==> src/rtl/hazard_scoreboard.sv <==
// Purpose : operand-hazard scoreboard beside decode; tracks {v, rd, we, ld} of every post-decode stage.
// Latency : fwd_sel/stall are combinational from stage state and decode inputs; state shifts every edge.
// Backpr. : stall=1 holds fetch/decode and loads a bubble into stage 0; flush kills the EX and decode slots.
//
// Ports:
//   clk, arst                  pipeline clock (rising edge), asynchronous active-high reset
//   issue_valid/rd/reg_write/is_load   decoding instruction's destination information
//   flush                      kill the stage-0 (EX) instruction and the decoding instruction
//   src_reg/src_used           per-operand source register (k*REG_AW +: REG_AW) and read enable
//   fwd_sel                    per operand (k*SELW +: SELW): 0 = register file, i+1 = stage i
//   stall                      load-use hazard on the youngest producer of any used operand
//   stall_count                saturating count of non-flushed stall cycles
//
// Build option: define HAZARD_STATS_EN to build the stall counter; otherwise stall_count reads 0.
module hazard_scoreboard #(
    parameter int  NUM_SRC    = 2,
    parameter int  DEPTH      = 3,
    parameter int  REG_AW     = 5,
    parameter int  LOAD_READY = 2,
    localparam int SELW       = $clog2(DEPTH + 1)
) (
    input  logic                      clk,
    input  logic                      arst,
    input  logic                      issue_valid,
    input  logic [REG_AW-1:0]         issue_rd,
    input  logic                      issue_reg_write,
    input  logic                      issue_is_load,
    input  logic                      flush,
    input  logic [NUM_SRC*REG_AW-1:0] src_reg,
    input  logic [NUM_SRC-1:0]        src_used,
    output logic [NUM_SRC*SELW-1:0]   fwd_sel,
    output logic                      stall,
    output logic [15:0]               stall_count
);

    // One tracked pipeline slot.
    typedef struct packed {
        logic              v;
        logic [REG_AW-1:0] rd;
        logic              we;
        logic              ld;
    } entry_t;

    entry_t stage_q [DEPTH];
    entry_t stage_d [DEPTH];

    logic [NUM_SRC-1:0] src_stall;

    // Hazard resolution. Stages are scanned oldest to youngest so that the
    // youngest matching writer is the last one to assign, shadowing older
    // matches for both the forwarding select and the load-use decision.
    always_comb begin
        fwd_sel   = '0;
        src_stall = '0;
        for (int k = 0; k < NUM_SRC; k++) begin
            for (int i = DEPTH - 1; i >= 0; i--) begin
                if (stage_q[i].v && stage_q[i].we && src_used[k] &&
                    (stage_q[i].rd != '0) &&
                    (stage_q[i].rd == src_reg[k*REG_AW +: REG_AW])) begin
                    fwd_sel[k*SELW +: SELW] = SELW'(i + 1);
                    // Load data only exists from LOAD_READY onward.
                    src_stall[k] = stage_q[i].ld && (i < LOAD_READY);
                end
            end
        end
    end

    assign stall = |src_stall;

    // Next stage contents: plain shift with no hold. A stalled or flushed
    // decode enters stage 0 as a bubble; flush also kills the EX instruction
    // on its way into stage 1.
    always_comb begin
        for (int i = DEPTH - 1; i > 0; i--) begin
            stage_d[i] = stage_q[i-1];
        end
        stage_d[0] = '{v:  issue_valid && !stall && !flush,
                       rd: issue_rd,
                       we: issue_reg_write,
                       ld: issue_is_load};
        if (flush) begin
            stage_d[1].v = 1'b0;
        end
    end

    always_ff @(posedge clk or posedge arst) begin
        if (arst) begin
            for (int i = 0; i < DEPTH; i++) begin
                stage_q[i] <= '0;
            end
        end else begin
            for (int i = 0; i < DEPTH; i++) begin
                stage_q[i] <= stage_d[i];
            end
        end
    end

`ifdef HAZARD_STATS_EN
    // A stall coinciding with flush is not a real load-use penalty, so it is
    // not counted. The counter sticks at all-ones.
    logic [15:0] stall_cnt_q;

    always_ff @(posedge clk or posedge arst) begin
        if (arst) begin
            stall_cnt_q <= 16'h0000;
        end else if (stall && !flush && (stall_cnt_q != 16'hFFFF)) begin
            stall_cnt_q <= stall_cnt_q + 16'h0001;
        end
    end

    assign stall_count = stall_cnt_q;
`else
    assign stall_count = 16'h0000;
`endif

endmodule

==> config.mk <==
export PLATFORM = sky130hd
export DESIGN_NAME = hazard_scoreboard
export DESIGN_NICKNAME = d
export VERILOG_FILES = /design/src/rtl/hazard_scoreboard.sv
export SDC_FILE = /design/constraint.sdc
export NUM_CORES = 1
export LEC_CHECK = 0
export ABC_CLOCK_PERIOD_IN_PS = 2400
export BUFFER_PORTS_ARGS = -buffer_cell sky130_fd_sc_hd__buf_2
export CELL_PAD_IN_SITES_DETAIL_PLACEMENT = 1
export CELL_PAD_IN_SITES_GLOBAL_PLACEMENT = 1
export CORE_MARGIN = 2
export CORE_UTILIZATION = 30
export CTS_CLUSTER_DIAMETER = 150
export DETAILED_ROUTE_END_ITERATION = 16
export PLACE_DENSITY_LB_ADDON = 0.05
export SYNTH_ARGS = -nofsm -noshare
export SYNTH_HDL_FRONTEND = slang
export SYNTH_SLANG_ARGS = --single-unit
==> constraint.sdc <==
create_clock -name clk -period 2.4 [get_ports clk]
set_clock_uncertainty 0.2 [all_clocks]
set_input_delay 0.24 -clock clk [delete_from_list [all_inputs] [get_ports clk]]
set_output_delay 0.24 -clock clk [all_outputs]
set_load 0.02 [all_outputs]
Word level (Yosys, flattened, before mapping)
Index checks and enable logic that the tools add are counted.
Widths: inputs -> output; s select.
- logic and storage cells: 57
- flip-flop bits (word level): 23
- input bits: 23
- eq/ne operators: 6
- muxes and demuxes: 11
- reduce and logical (&&, ||, !) cells: 29
- operator list (cell ; count):
    $eq 5x5->1 ; 6
    $logic_and 1x1->1 ; 23
    $reduce_bool 5->1 ; 3
    $mux 2 ; 6
    $mux 1 ; 5
    $logic_not 1->1 ; 2
    $reduce_or 2->1 ; 1

Longest topological paths before layout
Gate-level depths: netlist (run 1).
- word-level depth: 10
- mapped depth: 5

Least setup slack after synthesis (run 1)
OpenSTA, ideal clock, no wires.
- kind: register to output
- start point: register stage_q, in the netlist stage_d[11]
- end point: output port stall
- cell stages (with the launch flop): 6
- setup slack: 0.157 ns
- arrival: 1.803 ns
- cell sequence: dfrtp_1 or4_4 nor2_4 nor3_2 o22a_1 o21ai_0
- word-level cells in the longest chain between the ends: 5
- elaborated cells on any way between the ends: 10
- classes of those cells: eq/ne (2); mux (2); reduce/logical (6)
- RTL lines (element ; RTL line ; source):
    from (decl) ; 44 ; entry_t stage_q [DEPTH];
    from (signal, indexed assignment) ; 93 ; stage_q[i] <= stage_d[i];
    $reduce_bool 5->1 ; 58 ; (stage_q[i].rd != '0) &&
    $logic_and 1x1->1 ; 57 ; if (stage_q[i].v && stage_q[i].we && src_used[k] &&
    $logic_and 1x1->1 ; 58 ;
    $mux 1 ; 57 ;
    $reduce_or 2->1 (*) ; 68 ; assign stall = |src_stall;
    to (decl) ; 32 ; output logic stall,
Mark *: on every way between the ends. The rest lies on a longest branch, timed or not.

Worst setup path in the final report (run 1)
- start point: register stage_q, in the netlist stage_d[4]
- end point: output port stall
- word-level cells in the longest chain between the ends: 6
- elaborated cells on any way between the ends: 12
- classes of those cells: eq/ne (2); mux (4); reduce/logical (6)
- RTL lines (element ; RTL line):
    $reduce_bool 5->1 ; 58
    $logic_and 1x1->1 ; 57
    $logic_and 1x1->1 ; 58
    $mux 1 (2 in a row) ; 57
    $reduce_or 2->1 (*) ; 68
Marks and branches as above.

==> flow_summary.json, run 1 <==
{
  "cts_tree": "yes",
  "r2r_start": "stage_d[11]",
  "ir_drop_v": 0.0002127,
  "fin_tns_setup_ns": 0,
  "cts_buffers": 3,
  "whs_ns": 0.02495,
  "status": "finished, final reports clean",
  "num-fill-cells": 434,
  "synth_top_area_share_pct": 48.42,
  "clk-insertion-delay-late_ns": 0.26,
  "synth_seq_cells": 23,
  "max_freq_mhz": 424.5,
  "crit_cells": 6,
  "syn-cell-area_sq_mm": 0.001189,
  "crit_buf_inv": 1,
  "cts_buffer_depth": 2,
  "crit_end": "stall",
  "place_congestion": 0.6947,
  "rrSetupSlack_ns": 0.38,
  "dpl.hpwl_microns": 2203,
  "grt_pass1_vias": 928,
  "drv_cap": 0,
  "antenna_found_initial": 0,
  "rsz0062_at_grt": "true",
  "cp.arrival_ns": 1.92,
  "async_reset_ff_share_pct": 100.0,
  "min_period_ns": 2.356,
  "crit_start": "stage_d[4]",
  "setup-violations-final": 0,
  "syn-instance-count": 104,
  "yosysTopAreaCell": "dfrtp_1",
  "post-synth-top-count-cell": "dfrtp_1",
  "reg2reg_depth": 6,
  "wl_microns": 2742,
  "nets": 176,
  "placed_area_sq_mm": 0.001328,
  "critPathSlowestCell": "dfrtp_1",
  "final_layout_size_suffix_gt1_share_pct": 30.26,
  "drc": 0,
  "ioPinCount": 44,
  "p_per_area_mw_per_mm2": 515.0,
  "min_path_cells": 2,
  "crit_required_ns": 1.96,
  "hold_violations": 0,
  "crit_chain": "or3_1 > o311a_1 > nand4_1 > o22a_1 > o21ai_2 > buf_6",
  "crit_fanout": 4,
  "die_w_microns": 66.95,
  "area_delta_synth_final_pct": 31.16,
  "num_rows": 22,
  "start_util_pct": 31.75,
  "vias": 870,
  "drt_iter0_markers": 8,
  "wire_per_inst_microns": 13.71,
  "hold_path.class": "primary input to flip-flop",
  "drt_pass1_iterations": 2,
  "ant_nets": 0,
  "antennaDiodeCount": 0,
  "reg2reg_to": "stage_q[23]",
  "p_total_mw": 0.8029,
  "critPathTopFamily": "compound AO/OA/AOI/OAI gates",
  "track_usage_pct": 13.70,
  "synth-main-ff-cell": "dfrtp_1",
  "synth_cell_type_count": 21,
  "synthTopCellsByArea": "dfrtp_1 (48%), xor2_1 (12%), xnor2_1 (10%), buf_4 (10%), nand4_1 (4.2%)",
  "io_buffers": 27,
  "slowest_delay_ns": 0.42,
  "clkTransAtPathRegs_ns": 0.08,
  "core_area_sq_mm": 0.003744,
  "cp-start-kind": "flip-flop",
  "viasPerCell": 4.350,
  "grt.overflow.total": 0,
  "power.leakage_nw": 0.7310,
  "synth.top_cells.by_count": "dfrtp_1 (23), buf_4 (16), xor2_1 (16), xnor2_1 (14), nand4_1 (8)",
  "syn_area_per_cell_sq_um": 11.43,
  "cts-root-buf": "clkbuf_8",
  "cts-htree-levels": 1,
  "design_area_sq_mm": 0.001559,
  "clock-sinks": 23,
  "period_share_pct": 98.15,
  "die_area_sq_mm": 0.004482,
  "synth_warnings": 0,
  "die_h_microns": 66.95,
  "cp-end-kind": "output pin",
  "grt_pass1_wl_microns": 4422,
  "synth-edff-count": 0,
  "drv_slew": 0,
  "ys_seq_area_share_pct": 48.42,
  "grt_max_degree": 24,
  "path_class": "flip-flop to output pin"
}
[stage by stage]
step / utilization [%] / setup WS, ns / std cells
3_3_place_gp: 35.46 / 0.2349 / 179
6_report: 41.64 / 0.04449 / 200
2_1_floorplan: - / 0.1569 / 119
4_1_cts: 40.57 / 0.02838 / 198
5_1_grt: 41.64 / -0.07590 / 200
3_5_place_dp: 35.46 / 0.2185 / 179
[report_power, final]
part | internal (mW) | switching [mW]
logic | 0.0612 | 0.0745
clock network | 0.118 | 0.124
registers | 0.406 | 0.0186
[cell type report]
class | count | area, sq um | share of cell area, %
sequential | 23 | 575.6 | 36.92
multi-input combinational | 75 | 551.8 | 35.39
timing repair buffer | 45 | 307.8 | 19.74
tap | 48 | 60.06 | 3.852
clock buffer | 4 | 45.04 | 2.889
inverter | 5 | 18.77 | 1.204
[sequential cells by signal, indices dropped and copies added (netlist names)]
signal   count
stage_d     15
stage_q      8
[layout by cell type (no fill, tap or decap), drive strengths merged, types with 2 or more instances in the layout]
cell type    count
buf             36
dfrtp           23
xor2            16
conb            16
xnor2           14
dlygate4sd3      9
nand4            8
inv              5
nor4             4
clkbuf           4
or3              2
o311a            2
nor3             2
a21oi            2
a21o             2
o21ai            2
[cells by family after synthesis]
| logic type | Yosys count | share of synthesized area (%) |
|---|---|---|
| and+or+nand+nor | 19 | 11.05 |
| AOI/OAI and AO/OA | 10 | 6.422 |
| xor gates and xnor gates | 30 | 22.11 |
| DFF | 23 | 48.42 |
| buffers and inverters | 21 | 11.68 |
| other | 1 | 0.3155 |
[worst min path at each step]
| stage | from | slack [ns] | end |
|---|---|---|---|
| 2_1_floorplan | arst | 0.04 | stage_d[0] |
| 3_3_place_gp | arst | 0.09 | stage_d[8] |
| 3_5_place_dp | arst | 0.1 | stage_q[23] |
| 4_1_cts | issue_valid | 0.02 | stage_q[23] |
| 5_1_grt | issue_valid | 0.01 | stage_q[23] |
| 6_report | issue_valid | 0.02 | stage_q[23] |
[worst reg2reg max path: stages, from the launching register on]
cell,delay [ns]
dfrtp_1,0.38
or4_4,0.54
nor2_4,0.12
nor3_2,0.08
o22a_1,0.23
buf_4,0.14
o2111a_1,0.22
[repair_timing]
action | CTS | global route
hold buffers | 9 | 0
setup buffers | 6 | 2
gates resized for setup | 3 | 8
pin swaps | 3 | 4
hold endpoints to repair | 31 | 0
setup endpoints to repair | 1 | 4
[metal layers]
metal  global-route usage, %  vias to the layer above  wire length, microns
li1                        -                      420                     -
met1                   16.79                      419                  1201
met2                   24.25                       29                  1419
met3                   2.196                        2                   106
met4                   4.592                        0                    15
met5                       0                        -                     0
Power figures use the tool's default switching activity.
==> run 2, diff against run 1 <==
==> constraint.sdc (replaced) <==
create_clock -name clk -period 2.4 [get_ports clk]
set_clock_uncertainty 0.2 [all_clocks]
set_input_delay 0.48 -clock clk [delete_from_list [all_inputs] [get_ports clk]]
set_output_delay 0.48 -clock clk [all_outputs]
set_load 0.02 [all_outputs]
==> run 2 against run 1 <==
The flow now finishes with violations (setup timing). Critical path type unchanged. Sequential share of layout area shrank 1.5 points. Total power increased by 1.0%. Critical path depth unchanged. Sequential power about the same. Register-to-register slack got worse by 0.04 ns. Final cell count is 4.5% higher. Non-clock buffer count rose by 9. Die area unchanged. Core utilization grew 1.8 points. Flip-flop and latch count unchanged. Wire length rose by 7.1%.
==> flow_summary.json, run 2 (synthesis results as in run 1) <==
{
  "slowest_delay_ns": 0.55,
  "die_h_microns": 66.95,
  "max_freq_mhz": 379.8,
  "die_area_sq_mm": 0.004482,
  "cts-htree-levels": 1,
  "crit_chain": "or4_4 > nor2_4 > nor3_2 > o22a_1 > o21ai_1 > buf_4",
  "clk-insertion-delay-late_ns": 0.26,
  "grt_pass1_wl_microns": 4988,
  "final_cell_mix": "buf_4 (30), dfrtp_1 (23), buf_2 (22)",
  "final_common_cell": "buf_4",
  "crit_required_ns": 1.72,
  "min_period_ns": 2.633,
  "reg2reg_to": "stage_q[23]",
  "dpl.hpwl_microns": 2356,
  "num_rows": 22,
  "ir_drop_v": 0.0001879,
  "hold_violations": 0,
  "die_w_microns": 66.95,
  "fin_tns_setup_ns": -0.7831,
  "final_layout_size_suffix_gt1_share_pct": 40.99,
  "reg2reg_depth": 6,
  "ant_nets": 0,
  "num-fill-cells": 448,
  "antennaDiodeCount": 0,
  "period_share_pct": 109.7,
  "grt_max_degree": 24,
  "multi_input_area_sq_um": 569.3,
  "cts_buffer_depth": 2,
  "ioPinCount": 44,
  "cp-start-kind": "flip-flop",
  "clock-sinks": 23,
  "start_util_pct": 31.75,
  "antenna_found_initial": 0,
  "grt.overflow.total": 0,
  "grt_pass1_vias": 1060,
  "critPathTopFamily": "simple AND/OR/NAND/NOR gates",
  "cp-end-kind": "output pin",
  "wl_microns": 2938,
  "cp.arrival_ns": 1.95,
  "drv_slew": 0,
  "viasPerCell": 4.440,
  "p_total_mw": 0.8110,
  "drt_iter0_markers": 7,
  "clkTransAtPathRegs_ns": 0.08,
  "nets": 185,
  "drv_cap": 0,
  "cts_buffers": 3,
  "critPathSlowestCell": "or4_4",
  "path_class": "flip-flop to output pin",
  "hold_path.class": "primary input to asynchronous set/reset pin",
  "setup-violations-final": 5,
  "io_buffers": 27,
  "place_congestion": 0.7890,
  "status": "complete, but fails checks",
  "area_delta_synth_final_pct": 36.84,
  "core_area_sq_mm": 0.003744,
  "cts_tree": "yes",
  "largest_register_ffs": 15,
  "cts-root-buf": "clkbuf_8",
  "crit_buf_inv": 1,
  "r2r_start": "stage_d[14]",
  "power.leakage_nw": 0.7789,
  "setup_ws_ns": -0.2326,
  "drc": 0,
  "p_per_area_mw_per_mm2": 498.6,
  "regArea_sq_um": 575.6,
  "cts_hold_buffers": 0,
  "vias": 928,
  "drt_pass1_iterations": 2,
  "violations": "setup timing",
  "dp_slack_ns": -0.1534,
  "rsz0062_at_grt": "true",
  "crit_fanout": 3,
  "rrSetupSlack_ns": 0.34,
  "track_usage_pct": 15.49,
  "wire_per_inst_microns": 14.06
}
==> run 2: cell types whose count changed in the layout (fill, tap and decap cells not counted) <==
| cell | before | now |
|---|---|---|
| a21oi_2 | 0 | 1 |
| nor3_2 | 2 | 1 |
| o21ai_2 | 1 | 0 |
| nor4_1 | 3 | 2 |
| nor4_2 | 1 | 2 |
| buf_2 | 24 | 22 |
| dlygate4sd3_1 | 9 | 0 |
| buf_4 | 10 | 30 |
| a21oi_1 | 2 | 1 |
| or3_1 | 2 | 1 |
| nor3_4 | 0 | 1 |
| o21ai_1 | 1 | 2 |
| or3_4 | 0 | 1 |
==> run 2: worst max-delay path by stage <==
stage | start | end | slack (ns) | depth (start not counted)
2_1_floorplan | stage_d[11] | stall | 0.07 | 5
3_3_place_gp | src_reg[9] | stall | -0.12 | 7
3_5_place_dp | src_reg[7] | stall | -0.15 | 7
4_1_cts | stage_d[14] | stall | -0.25 | 6
5_1_grt | stage_d[6] | stall | -0.35 | 6
6_report | stage_d[14] | stall | -0.23 | 6
==> run 2: worst min-delay path, stage by stage <==
cell,delay [ns]
buf_2,0.09
inv_1,0.04
buf_4,0.28
==> run 2: power breakdown <==
| part | internal (mW) | leakage, nW | total [mW] | switching, mW |
|---|---|---|---|---|
| clock network | 0.118 | 0.0228 | 0.234 | 0.116 |
| registers | 0.406 | 0.273 | 0.423 | 0.0169 |
| logic | 0.0703 | 0.483 | 0.153 | 0.0832 |
| total | 0.595 | 0.779 | 0.811 | 0.216 |
==> run 2: timing repair <==
action,in CTS,in global routing
resized for setup,10,5
buffers inserted,7,1
setup endpoints to repair,5,5
endpoints found under the hold margin,0,0
pin swaps,6,3
==> run 2: per-layer routing <==
layer / global-route usage (%) / routed length (microns) / vias up
met3: 2.196 / 112 / 4
met1: 17.54 / 1211 / 455
li1: - / - / 438
met2: 28.75 / 1576 / 31
met4: 6.378 / 38 / 0
met5: 0 / 0 / -
==> run 2: layout make-up <==
class                      instances  area share (%)
clock buffer                       4           2.769
inverter                           5           1.154
multi-input combinational         75           35.00
sequential                        23           35.38
tap                               48           3.692
timing repair buffer              54           22.00
==> run 2: per-stage QoR <==
| stage | hold slack [ns] | instances | instance area [sq um] | util (%) |
|---|---|---|---|---|
| finish | 0.04392 | 209 | 1627 | 43.45 |
| global route | 0.06315 | 209 | 1627 | 43.45 |
| CTS | 0.04620 | 208 | 1598 | 42.68 |
| detailed placement | 0.1646 | 198 | 1470 | 39.27 |
| global placement | 0.1683 | 198 | 1470 | 39.27 |
| floorplan | 0.1478 | 119 | 1245 | - |
==> run 3, diff against run 2 <==
--- a/config.mk
+++ b/config.mk
@@ -14,6 +14,7 @@
 export CTS_CLUSTER_DIAMETER = 150
 export DETAILED_ROUTE_END_ITERATION = 16
 export PLACE_DENSITY_LB_ADDON = 0.05
+export RECOVER_POWER = 50
 export SYNTH_ARGS = -nofsm -noshare
 export SYNTH_HDL_FRONTEND = slang
 export SYNTH_SLANG_ARGS = --single-unit
==> run 3 against run 2 <==
The run still ends with setup timing left. Sequential power hardly changed. Die area is the same. Global-route usage unchanged. Final cell count unchanged. Critical path depth is the same. First-iteration DRC count stayed put. Clock power about the same. Flip-flop and latch count is the same. Worst hold slack gained 0.077 ns. Fmax stayed put.
==> flow_summary.json, run 3 (synthesis results as in run 1) <==
{
  "path_class": "flip-flop to output pin",
  "crit_required_ns": 1.72,
  "vias": 927,
  "dpl.hpwl_microns": 2356,
  "placed_area_sq_mm": 0.001470,
  "fin_tns_setup_ns": -0.7831,
  "hold_path.class": "primary input to flip-flop",
  "wire_per_inst_microns": 14.07,
  "min_path_cells": 1,
  "design_area_sq_mm": 0.001623,
  "hold_path.startpoint": "issue_rd[0]",
  "cts_buffer_depth": 2,
  "reg2reg_to": "stage_q[23]",
  "cts-root-buf": "clkbuf_8",
  "use_met3_pct": 2.196,
  "ir_drop_v": 0.0001879,
  "die_h_microns": 66.95,
  "num-fill-cells": 448,
  "cts_buffers": 3,
  "antenna_found_initial": 0,
  "ioPinCount": 44,
  "grt.overflow.total": 0,
  "clkTransAtPathRegs_ns": 0.08,
  "cp-end-kind": "output pin",
  "track_usage_pct": 15.49,
  "grt.busiest_layer": "met2",
  "r2r_start": "stage_d[14]",
  "p_per_area_mw_per_mm2": 499.3,
  "use_met1_pct": 17.54,
  "setup_ws_ns": -0.2326,
  "die_w_microns": 66.95,
  "wl_microns": 2940,
  "clock-sinks": 23,
  "drt_pass1_iterations": 2,
  "drt_iter0_markers": 7,
  "rrSetupSlack_ns": 0.34,
  "p_total_mw": 0.8103,
  "drc": 0,
  "place_congestion": 0.7890,
  "rsz0062_at_grt": "true",
  "violations": "setup timing",
  "reg2reg_depth": 6,
  "start_util_pct": 31.75,
  "grt_pass1_wl_microns": 4988,
  "tightestPinTransition_ns": 1.222,
  "final_layout_size_suffix_gt1_share_pct": 40.37,
  "crit_start": "stage_d[14]",
  "cp.arrival_ns": 1.95,
  "die_area_sq_mm": 0.004482,
  "cp-start-kind": "flip-flop",
  "holdPathEnd": "stage_d[10]",
  "slew_headroom_pct": 18.55,
  "ant_nets": 0,
  "status": "complete, but fails checks",
  "clk-insertion-delay-late_ns": 0.26,
  "drv_cap": 0,
  "cts_tree": "yes",
  "largest_register_ffs": 15,
  "power.leakage_nw": 0.7753,
  "period_share_pct": 109.7,
  "nets": 185,
  "cts_hold_buffers": 0,
  "grt_max_degree": 24,
  "dp_slack_ns": -0.1534,
  "cts-htree-levels": 1,
  "final_cell_mix": "buf_4 (29), dfrtp_1 (23), buf_2 (22)",
  "hold_violations": 0,
  "antennaDiodeCount": 0,
  "grtUsageMet2_pct": 28.75,
  "core_area_sq_mm": 0.003744,
  "min_period_ns": 2.633,
  "setup-violations-final": 5,
  "crit_fanout": 3,
  "viasPerCell": 4.435,
  "whs_ns": 0.1207,
  "io_buffers": 27,
  "final_common_cell": "buf_4",
  "max_freq_mhz": 379.8,
  "area_delta_synth_final_pct": 36.53,
  "num_rows": 22,
  "drv_slew": 0,
  "grt_pass1_vias": 1060
}
[run 3: cell types whose count changed in the layout (fill, tap and decap cells not counted)]
cell,delta
clkbuf_1,+1
buf_4,-1
[run 3: final cells by class]
cell class                 count  area (sq um)  area share (%)
clock buffer                   4         45.04           2.776
tap                           48         60.06           3.701
inverter                       5         18.77           1.157
timing repair buffer          54         354.1           21.82
multi-input combinational     75         569.3           35.08
sequential                    23         575.6           35.47
[run 3: worst max-delay path, cell delays in order (launching register included)]
cell and delay (ns):
dfrtp_1 0.40, or4_4 0.55, nor2_4 0.16, nor3_2 0.08, o22a_1 0.22, o21ai_1 0.14
buf_4 0.15
[run 3: report_power, final]
part | switching [mW] | internal [mW]
registers | 0.0169 | 0.406
logic | 0.0832 | 0.0695
clock network | 0.116 | 0.118
[run 3: how the worst max path moves through the flow]
| stage | end |
|---|---|
| 2_1_floorplan | stall |
| 3_3_place_gp | stall |
| 3_5_place_dp | stall |
| 4_1_cts | stall |
| 5_1_grt | stall |
| 6_report | stall |
[run 3: timing repair]
action / CTS / global route
gates resized for setup: 10 / 5
buffers inserted: 7 / 1
endpoints found under the setup margin: 5 / 5
pin swaps: 6 / 3
[run 3: per-layer routing]
metal  up-vias  wire length (microns)
met3         4                    112
li1        438                      -
met2        31                   1577
met5         -                      0
met4         0                     38
met1       454                   1212
[run 3: through the flow]
| stage | utilization [%] | std cells |
|---|---|---|
| global route | 43.35 | 209 |
| floorplan | - | 119 |
| CTS | 42.68 | 208 |
| finish | 43.35 | 209 |
| detailed placement | 39.27 | 198 |
| global placement | 39.27 | 198 |
